### config.mk
export PLATFORM = sky130hd
export DESIGN_NAME = fifo_flops_ext
export DESIGN_NICKNAME = d
export VERILOG_FILES = /design/src/rtl/fifo_pkg.sv /design/src/rtl/fifo_ptr.sv /design/src/rtl/fifo_flops_ext.sv
export SDC_FILE = /design/constraint.sdc
export NUM_CORES = 1
export LEC_CHECK = 0
export BUFFER_PORTS_ARGS = -buffer_cell sky130_fd_sc_hd__clkbuf_2
export CORE_MARGIN = 5
export CORE_UTILIZATION = 40
export DETAILED_ROUTE_END_ITERATION = 8
export PLACE_DENSITY = 0.53
export SETUP_SLACK_MARGIN = 0.05
export SYNTH_ARGS = -nofsm -noshare
export SYNTH_HDL_FRONTEND = slang
export SYNTH_SLANG_ARGS = --single-unit
### constraint.sdc
create_clock -name clk -period 4.3 [get_ports clk]
set_clock_uncertainty 0.05 [all_clocks]
set_input_delay 0.43 -clock clk [delete_from_list [all_inputs] [get_ports clk]]
set_output_delay 0.43 -clock clk [all_outputs]
set_load 0.01 [all_outputs]
### src/rtl/fifo_pkg.sv
// Shared types and helpers for the flop-based FIFO family.
package fifo_pkg;

    localparam int DEPTH_DEF = 16;
    localparam int BITS_DEF  = 16;

    typedef struct packed {
        logic overflow;
        logic underflow;
    } err_flags_t;

    // Width needed to hold an occupancy of 0..depth inclusive.
    function automatic int clog2_count(input int depth);
        return $clog2(depth + 1);
    endfunction

endpackage

### src/rtl/fifo_ptr.sv
// Circular index into the FIFO storage; wraps at depth-1 by compare, so depth need not be 2^n.
module fifo_ptr #(
    parameter int depth = 16,
    localparam int PW = (depth > 1) ? $clog2(depth) : 1
) (
    input  logic          clk,
    input  logic          rst,
    input  logic          adv,
    output logic [PW-1:0] ptr
);

    localparam logic [PW-1:0] LAST = PW'(depth - 1);

    always_ff @(posedge clk or negedge rst) begin
        if (!rst) begin
            ptr <= '0;
        end else if (adv) begin
            ptr <= (ptr == LAST) ? '0 : ptr + PW'(1);
        end
    end

endmodule

### src/rtl/fifo_flops_ext.sv
// Single-clock register-array FIFO with occupancy, threshold flags, sticky errors
// and a choice of registered or first-word-fall-through read data.
module fifo_flops_ext
    import fifo_pkg::*;
#(
    parameter int depth     = DEPTH_DEF,
    parameter int bits      = BITS_DEF,
    parameter int af_thresh = depth - 2,
    parameter int ae_thresh = 2,
    parameter int fwft      = 0
) (
    input  logic                          clk,
    input  logic                          rst,
    input  logic [bits-1:0]               Din,
    input  logic                          push,
    input  logic                          pop,
    input  logic                          err_clr,
    output logic [bits-1:0]               Dout,
    output logic                          pndng,
    output logic                          full,
    output logic                          almost_full,
    output logic                          almost_empty,
    output logic [clog2_count(depth)-1:0] count,
    output logic                          overflow,
    output logic                          underflow
);

    localparam int CW = clog2_count(depth);
    localparam int PW = (depth > 1) ? $clog2(depth) : 1;

    localparam logic [CW-1:0] DEPTH_C = CW'(depth);
    localparam logic [CW-1:0] AF_C    = CW'(af_thresh);
    localparam logic [CW-1:0] AE_C    = CW'(ae_thresh);

    logic [bits-1:0] mem [depth];
    logic [PW-1:0]   wr_ptr;
    logic [PW-1:0]   rd_ptr;
    logic            do_push;
    logic            do_pop;
    logic            ovf_evt;
    logic            unf_evt;
    err_flags_t      err_q;

    // Handshake: a pop is taken whenever pndng=1; a push is taken when not full,
    // or when full but a pop is taken on the same edge (the freed slot is reused).
    // Rejected requests never stall; they only raise the sticky error flags.
    assign do_pop  = pop && pndng;
    assign do_push = push && (!full || do_pop);
    assign ovf_evt = push && full && !pop;
    assign unf_evt = pop && !pndng;

    fifo_ptr #(.depth(depth)) u_wr_ptr (
        .clk (clk),
        .rst (rst),
        .adv (do_push),
        .ptr (wr_ptr)
    );

    fifo_ptr #(.depth(depth)) u_rd_ptr (
        .clk (clk),
        .rst (rst),
        .adv (do_pop),
        .ptr (rd_ptr)
    );

    always_ff @(posedge clk) begin
        if (do_push) begin
            mem[wr_ptr] <= Din;
        end
    end

    always_ff @(posedge clk or negedge rst) begin
        if (!rst) begin
            count <= '0;
        end else if (do_push && !do_pop) begin
            count <= count + CW'(1);
        end else if (do_pop && !do_push) begin
            count <= count - CW'(1);
        end
    end

    // A fresh error in the same cycle as err_clr keeps the flag set.
    always_ff @(posedge clk or negedge rst) begin
        if (!rst) begin
            err_q <= '0;
        end else begin
            err_q.overflow  <= ovf_evt | (err_q.overflow  & ~err_clr);
            err_q.underflow <= unf_evt | (err_q.underflow & ~err_clr);
        end
    end

    assign overflow     = err_q.overflow;
    assign underflow    = err_q.underflow;
    assign pndng        = (count != '0);
    assign full         = (count == DEPTH_C);
    assign almost_full  = (count >= AF_C);
    assign almost_empty = (count <= AE_C);

    if (fwft != 0) begin : g_fwft
        // Empty reads return zero so Dout is never driven from a stale slot.
        assign Dout = pndng ? mem[rd_ptr] : '0;
    end else begin : g_reg
        always_ff @(posedge clk or negedge rst) begin
            if (!rst) begin
                Dout <= '0;
            end else if (do_pop) begin
                Dout <= mem[rd_ptr];
            end
        end
    end

endmodule

==> flow_summary.yaml, run 1 <==
power:
  p_leak_nw: 4.180
  p_sw_mw: 2.435
  cellPowerDensity_nw_per_um2: 651.2
  p_seq_share_pct: 45.0
  p_comb_share_pct: 26.7
  peakVddDrop_uv: 288.5
  intPower_mw: 5.838
  swShare_pct: 29.43
  p_clk_share_pct: 28.3
finish:
  drive_gt1_share_pct: 30.69
  fillers: 2336
  syn_to_final_growth_pct: 13.61
  nets: 616
  finalNonFillerCells: 984
  num_antenna_cells: 0
synthesis:
  yosysTopAreaCellShare_pct: 68.75
  yosysSeqAreaShare_pct: 75.69
  ys_types: 42
  netlist_area_sq_um: 11180
  synth_nets: 561
  synth-seq-cells: 287
  syn_area_per_cell_sq_um: 21.10
  synth-edff-count: 256
  yosysWarnings: 0
  synthTopCellsByArea: "edfxtp_1 69%, mux4_2 13%, dfrtp_1 6.9%, mux2_2 1.8%, o22ai_1 1.8%"
  async_reset_ff_share_pct: 10.80
  syn_inst: 530
  ys.flop_type: "edfxtp_1"
  synth_area_leader_cell: "edfxtp_1"
floorplan:
  start_util_pct: 40.36
  dieHeight_um: 177.2
  die_w_um: 177.2
  ioPinCount: 48
  die-area_sq_um: 31400
  coreArea_sq_um: 27710
  row_count: 61
sta:
  final_hold_viol_count: 0
  fmax_mhz: 285.5
  timing.final.crit_share_pct: 81.45
  setup_violations: 0
  period_needed_ns: 3.502
  setup-tns-final_ns: 0
  slew_headroom_pct: 25.25
  rsz0062_at_grt: "no"
  finalMaxSlewViolations: 0
  worst_slew_pin_slew_ns: 1.121
setup_path:
  end_kind: "flip-flop"
  start_kind: "flip-flop"
  reg2reg_slack_ns: 0.80
  required_ns: 4.71
  crit_fanout: 35
  crit_type: "flip-flop to flip-flop"
  critical_path_arrival_ns: 3.91
min_path:
  hp-class: "input pin to flip-flop"
clocking:
  clock-sinks: 287
  postCtsHoldBufs: 1
  clkLatencyLatePin_ns: 0.54
  clockBufferDepth: 3
  cts_buffers: 29
  clk_pin_slew_ns: 0.06
  cts_setup_buffers: 0
  cts_root_buffer: "clkbuf_16"
  cts_tree: "done"
  h-tree-depth: 1
  cts-resized-gates: 0
drt:
  drc: 0
  drt-total-wl_um: 23760
  routedWlPerCell_um: 24.15
  avgViaCountPerCell: 5.285
  drt_iter0_drc: 366
  dr.pass1.iters: 4
  vias: 5200
  final_antenna_net_count: 0
grt:
  grt_pass1_vias: 5797
  antenna_found_initial: 0
  grt_pass1_wl_um: 36340
  grt_max_degree: 53
  grt_overflow_total: 0
  grt_usage_pct: 15.64
place:
  hpwl_um: 13740
  placedCellCount: 931
  place.gp.congestion: 0.7350
  port_buffers: 47
flow_run:
  drv_cap: 0
run_status:
  status: "complete, no violations"
[stage by stage]
stage	area (sq um)	util, %	power [mW]	worst slack [ns]	hold WS, ns
CTS	12700	45.85	8.402	0.8162	0.08548
global placement	11810	42.63	5.990	1.031	0.4460
detailed placement	11810	42.63	6.037	0.8660	0.4420
floorplan	11180	-	5.291	1.363	0.08441
global route	12700	45.85	8.710	0.5474	0.09383
finish	12700	45.85	8.272	0.7976	0.1095
[final timing paths]
kind                                 from              end  depth (start not counted)
min in group asynchronous             rst         count[2]                          2
worst min register to register  underflow        underflow                          1
max in group asynchronous             rst  u_rd_ptr.ptr[0]                          2
worst max register to register   count[0]         count[4]                         10
worst min-delay path                 push         overflow                          2
worst max-delay path             count[0]         count[4]                         10
[cell usage after synthesis, drive strengths merged (6+ instances only)]
library cell,number
and2,8
edfxtp,256
clkbuf,13
mux4,64
o22ai,32
nand2,8
dfrtp,31
mux2,18
buf,15
inv,6
ha,9
a21oi,19
[critical path, cell delays in order, from the launching register on]
cell	delay, ns
dfrtp_1	0.48
nor4_1	0.76
a21boi_4	0.41
inv_1	0.22
ha_1	0.19
inv_1	0.11
fa_1	0.43
a21o_1	0.17
a21oi_1	0.22
mux2i_1	0.25
xnor2_1	0.13
[cells in the final DEF, fill, tap and decap left out, types with 6 or more instances in the layout]
cell type  instances
clkbuf_2          47
ha_1               9
and2_1             8
mux2_2            18
clkbuf_1           8
edfxtp_1         256
o22ai_1           32
dfrtp_1           29
a21oi_1           19
mux4_2            64
nand2_1            8
inv_1              6
clkbuf_16         29
clkinv_2           7
[state kept, by name, indices dropped and copies added (netlist names)]
signal        count
count             5
underflow         1
mem             256
u_wr_ptr.ptr      4
u_rd_ptr.ptr      4
overflow          1
Dout             16
[area by class of cell]
type,instances,area (sq um),area share [%]
clock buffers,37,755.7,5.949
clock inverters,15,127.6,1.005
inverters,6,22.52,0.1773
multi-input cells,209,2556,20.12
flip-flops and latches,287,8468,66.66
well taps,378,473.0,3.723
repair buffers,52,300.3,2.364
[cells by family after synthesis]
kind of cell | Yosys count | synth area share [%]
xor gates and xnor gates | 6 | 0.4700
AOI/OAI and AO/OA | 70 | 4.118
buffers and inverters | 34 | 1.522
muxes | 83 | 14.79
and+or+nand+nor | 40 | 2.227
adders and majority gates | 10 | 1.186
DFF | 287 | 75.69
[metal layers]
layer  GRT usage, %  share of wire, %
met1          19.64                40
met2          27.94                53
met3          2.329               4.5
met4          5.126               2.9
met5              0                 0
[power by group through the flow]
stage | combinational, mW | clock (mW) | sequential, mW
3_3_place_gp | 2.22 | 0 | 3.77
2_1_floorplan | 1.66 | 0 | 3.63
5_1_grt | 2.41 | 2.52 | 3.78
6_report | 2.21 | 2.34 | 3.72
3_5_place_dp | 2.25 | 0 | 3.79
4_1_cts | 2.26 | 2.41 | 3.74
Note: power is estimated with default switching activity, not from simulation.
==> run 2, diff against run 1 <==
==> constraint.sdc (replaced) <==
create_clock -name clk -period 3.4 [get_ports clk]
set_clock_uncertainty 0.05 [all_clocks]
set_input_delay 0.34 -clock clk [delete_from_list [all_inputs] [get_ports clk]]
set_output_delay 0.34 -clock clk [all_outputs]
set_load 0.01 [all_outputs]
==> flow_summary.yaml, run 2 (synthesized netlist as in run 1, its figures left out) <==
finish:
  stdcell_area_sq_um: 12840
  mostFrequentLayoutCell: "edfxtp_1"
  drive_gt1_share_pct: 31.97
  layout_common_cells: "256 x edfxtp_1, 64 x mux4_2, 47 x clkbuf_2"
  syn_to_final_growth_pct: 14.80
  reg_top3: "mem x256, Dout x16, count x5"
  num_antenna_cells: 0
  finalNonFillerCells: 991
  regMostFlops: "mem"
  fillers: 2305
  nets: 621
  final_util_pct: 46.34
  largest_register_ffs: 256
drt:
  drc: 0
  routedWlPerCell_um: 23.69
  drt_iter0_drc: 328
  final_antenna_net_count: 0
  avgViaCountPerCell: 5.316
  drt-total-wl_um: 23480
  vias: 5268
  dr.pass1.iters: 5
flow_run:
  drv_cap: 0
setup_path:
  start_kind: "flip-flop"
  required_ns: 3.80
  r2r_cells: 9
  crit_type: "flip-flop to flip-flop"
  slowest_stage: "or4_4"
  end_kind: "flip-flop"
  cp_slowest_stage_delay_ns: 0.62
  crit_path_cell_trace: "or4_4 -> o31a_4 -> ha_1 -> inv_1 -> ha_1 -> a21o_1 -> a21oi_1 -> mux2i_1 -> xnor2_1"
  cp_common_cell: "ha_1"
  critical_path_arrival_ns: 3.45
  crit_fanout: 18
clocking:
  cts_root_buffer: "clkbuf_16"
  clk_pin_slew_ns: 0.06
  clock-sinks: 287
  cts_tree: "done"
  postCtsHoldBufs: 2
  cts-resized-gates: 0
  clkLatencyLatePin_ns: 0.54
  h-tree-depth: 1
  clockBufferDepth: 3
  cts_buffers: 29
  cts_setup_buffers: 0
place:
  placedCellCount: 935
  place_area_sq_um: 11830
  place.gp.congestion: 0.7871
  hpwl_um: 14160
  place_ws_ns: 0.3857
  port_buffers: 47
sta:
  setup_slack_ns: 0.3510
  setup-tns-final_ns: 0
  period_needed_ns: 3.049
  rsz0062_at_grt: "no"
  final_hold_viol_count: 0
  fmax_mhz: 328.0
  hold_slack_ns: 0.04957
  worst_slew_pin_slew_ns: 1.094
  finalMaxSlewViolations: 0
  setup_violations: 0
  slew_headroom_pct: 27.05
  timing.final.crit_share_pct: 89.68
floorplan:
  ioPinCount: 48
  row_count: 61
  dieHeight_um: 177.2
  start_util_pct: 40.36
  die_w_um: 177.2
  die-area_sq_um: 31400
  coreArea_sq_um: 27710
grt:
  grt_pass1_vias: 5759
  antenna_found_initial: 0
  grt_max_degree: 39
  grt_overflow_total: 0
  grt_usage_pct: 15.41
  grt_pass1_wl_um: 36080
power:
  cellPowerDensity_nw_per_um2: 841.4
  p_leak_nw: 4.252
  peakVddDrop_uv: 412.2
  total_power_mw: 10.80
min_path:
  hold_depth: 3
  hp-class: "input pin to flip-flop"
run_status:
  status: "complete, no violations"
-- run 2: changes by cell type in the layout (fill, tap and decap cells not counted), sizes merged --
cell / previous run / this run
buf: 4 / 8
clkbuf: 84 / 81
clkinvlp: 0 / 1
dlygate4sd3: 1 / 2
bufinv: 2 / 5
clkinv: 12 / 13
-- run 2: layout make-up --
class | count | area [sq um] | share of cell area [%]
Inverter | 6 | 22.52 | 0.1754
Tap cell | 378 | 473.0 | 3.684
Clock buffer | 34 | 764.5 | 5.955
Sequential cell | 287 | 8468 | 65.96
Multi-Input combinational cell | 209 | 2556 | 19.91
Timing Repair Buffer | 57 | 327.8 | 2.554
Clock inverter | 20 | 225.2 | 1.754
-- run 2: path summary, 6_finish.rpt --
path / startpoint / slack [ns] / to
max reg2reg: count[1] / 0.35 / count[4]
max: count[1] / 0.35 / count[4]
min: err_clr / 0.05 / underflow
min in group asynchronous: rst / 0.39 / Dout[6]
min reg2reg: underflow / 0.45 / underflow
max in group asynchronous: rst / 2.32 / u_rd_ptr.ptr[0]
-- run 2: metal layers --
layer  track usage [%]  vias up  routed length [um]
met5                 0        -                   0
met4             3.449        0                 381
met3             2.243       29                1421
met2             26.01      114               12030
met1             21.49     2792                9649
li1                  -     2333                   -
-- run 2: worst max-delay path: cells and delay by family (launching register included) --
kind | cells | cell delay [ns]
AOI/OAI and AO/OA | 3 | 0.75
buffers and inverters | 1 | 0.16
adders and majority gates | 2 | 0.54
and+or+nand+nor | 1 | 0.62
DFF | 1 | 0.47
xor gates and xnor gates | 1 | 0.13
muxes | 1 | 0.25
-- run 2: power breakdown --
| part | total, mW | switching (mW) | internal, mW |
|---|---|---|---|
| sequential | 4.62 | 0.323 | 4.30 |
| combinational | 2.92 | 1.54 | 1.38 |
| clock | 3.26 | 1.28 | 1.98 |
==> run 3, diff against run 2 <==
--- a/config.mk
+++ b/config.mk
@@ -7,10 +7,11 @@
 export LEC_CHECK = 0
 export BUFFER_PORTS_ARGS = -buffer_cell sky130_fd_sc_hd__clkbuf_2
 export CORE_MARGIN = 5
-export CORE_UTILIZATION = 40
+export CORE_UTILIZATION = 39
 export DETAILED_ROUTE_END_ITERATION = 8
-export PLACE_DENSITY = 0.53
+export PLACE_DENSITY = 0.52
 export SETUP_SLACK_MARGIN = 0.05
+export SLEW_MARGIN = 15
 export SYNTH_ARGS = -nofsm -noshare
 export SYNTH_HDL_FRONTEND = slang
 export SYNTH_SLANG_ARGS = --single-unit
==> flow_summary.yaml, run 3 (synthesized netlist as in run 1, its figures left out) <==
setup_path:
  crit_fanout: 18
  r2r_cells: 9
  cp_slowest_stage_delay_ns: 0.62
  start_kind: "flip-flop"
  critical_path_arrival_ns: 3.43
  cp_common_cell: "ha_1"
  crit_type: "flip-flop to flip-flop"
  end_kind: "flip-flop"
  r2r_start: "count[1]"
  crit_path_cell_trace: "or4_4 -> o31a_4 -> ha_1 -> inv_1 -> ha_1 -> a21o_1 -> a21oi_1 -> mux2i_1 -> xnor2_1"
  required_ns: 3.81
  slowest_stage: "or4_4"
  reg2reg_to: "count[4]"
  reg2reg_slack_ns: 0.39
sta:
  finalMaxSlewViolations: 0
  period_needed_ns: 3.012
  setup_slack_ns: 0.3885
  setup-tns-final_ns: 0
  fmax_mhz: 332.1
  setup_violations: 0
  final_hold_viol_count: 0
  slew_headroom_pct: 25.86
  rsz0062_at_grt: "no"
  worst_slew_pin_slew_ns: 1.112
  timing.final.crit_share_pct: 88.57
floorplan:
  die_w_um: 179.3
  start_util_pct: 39.28
  die-area_sq_um: 32160
  ioPinCount: 48
  coreArea_sq_um: 28470
  dieHeight_um: 179.3
  row_count: 62
min_path:
  hold_depth: 3
  min_from: "err_clr"
  hp-class: "input pin to flip-flop"
  min_to: "underflow"
clocking:
  cts_tree: "done"
  cts_buffers: 30
  postCtsHoldBufs: 2
  h-tree-depth: 1
  cts_root_buffer: "clkbuf_16"
  clk_pin_slew_ns: 0.06
  clock-sinks: 287
  cts_setup_buffers: 0
  clockBufferDepth: 3
  clkLatencyLatePin_ns: 0.55
  cts-resized-gates: 0
drt:
  drc: 0
  drt_iter0_drc: 366
  routedWlPerCell_um: 23.51
  avgViaCountPerCell: 5.302
  drt-total-wl_um: 23440
  vias: 5286
  final_antenna_net_count: 0
  dr.pass1.iters: 5
place:
  place_ws_ns: 0.3941
  place.gp.congestion: 0.7762
  hpwl_um: 13800
  placedCellCount: 939
  port_buffers: 47
finish:
  regArea_sq_um: 8468
  mostFrequentLayoutCell: "edfxtp_1"
  layout_common_cells: "256 x edfxtp_1, 64 x mux4_2, 47 x clkbuf_2"
  syn_to_final_growth_pct: 14.83
  drive_gt1_share_pct: 30.83
  largest_register_ffs: 256
  multi_input_area_sq_um: 2556
  regMostFlops: "mem"
  nets: 620
  fillers: 2431
  reg_top3: "mem x256, Dout x16, count x5"
  finalNonFillerCells: 997
  final_util_pct: 45.10
  num_antenna_cells: 0
power:
  total_power_mw: 10.76
  p_leak_nw: 4.240
  intPower_mw: 7.624
  swShare_pct: 29.11
  cellPowerDensity_nw_per_um2: 837.6
  p_sw_mw: 3.131
  peakVddDrop_uv: 456.9
  p_comb_share_pct: 27.1
  p_seq_share_pct: 43.0
  p_clk_share_pct: 29.9
grt:
  grt_max_degree: 69
  grt_usage_pct: 14.92
  grt_pass1_vias: 5695
  antenna_found_initial: 0
  grt_pass1_wl_um: 35670
  grt_overflow_total: 0
flow_run:
  drv_cap: 0
run_status:
  status: "complete, no violations"
==> run 3: cell types whose count changed in the layout (fill, tap and decap cells not counted) <==
cell        previous run  this run
clkbuf_1               3         9
buf_4                  7         3
clkinv_2               8         5
buf_12                 1         3
bufinv_16              5         3
clkbuf_16             29        31
clkinv_1               5         6
clkinvlp_4             1         0
inv_6                  1         0
==> run 3: metal layers <==
layer	vias to the layer above	routed length (um)	GRT usage, %
met3	35	1182	2.235
met4	0	397	3.364
met5	-	0	0
met2	132	11680	24.94
li1	2330	-	-
met1	2789	10180	20.95
==> run 3: per-stage QoR <==
step           hold slack (ns)  area [sq um]
2_1_floorplan        -0.005591         11180
3_3_place_gp            0.4366         11850
3_5_place_dp            0.4400         11850
4_1_cts                0.01256         12840
5_1_grt                0.04447         12840
6_report               0.04021         12840
==> run 3: power groups by stage <==
stage	Clock [mW]	Sequential [mW]	Combinational, mW
finish	3.21	4.63	2.91
global route	3.45	4.68	3.16
CTS	3.29	4.64	2.98
detailed placement	0	4.71	2.96
global placement	0	4.68	2.95
floorplan	0	4.59	2.10
==> run 3: critical path: cells and delay by family, from the launching register on <==
kind,cells,cell delay [ns]
buffers and inverters,1,0.16
DFF,1,0.46
and+or+nand+nor,1,0.62
muxes,1,0.24
AOI/OAI and AO/OA,3,0.75
xor gates and xnor gates,1,0.13
adders and majority gates,2,0.54
==> run 3: how the worst max path moves through the flow <==
stage              from       end  slack [ns]
6_report       count[1]  count[4]        0.39
3_3_place_gp   count[1]  count[4]        0.45
2_1_floorplan  count[1]  count[4]        0.46
4_1_cts        count[1]  count[4]        0.37
5_1_grt        count[0]  count[4]        0.23
3_5_place_dp   count[1]  count[4]        0.39
==> run 3: final cells by class <==
| class | instances | area share, % |
|---|---|---|
| Tap cell | 384 | 3.742 |
| Sequential cell | 287 | 65.95 |
| Multi-Input combinational cell | 209 | 19.91 |
| Inverter | 6 | 0.1754 |
| Clock inverter | 14 | 1.072 |
| Clock buffer | 42 | 6.519 |
| Timing Repair Buffer | 55 | 2.631 |
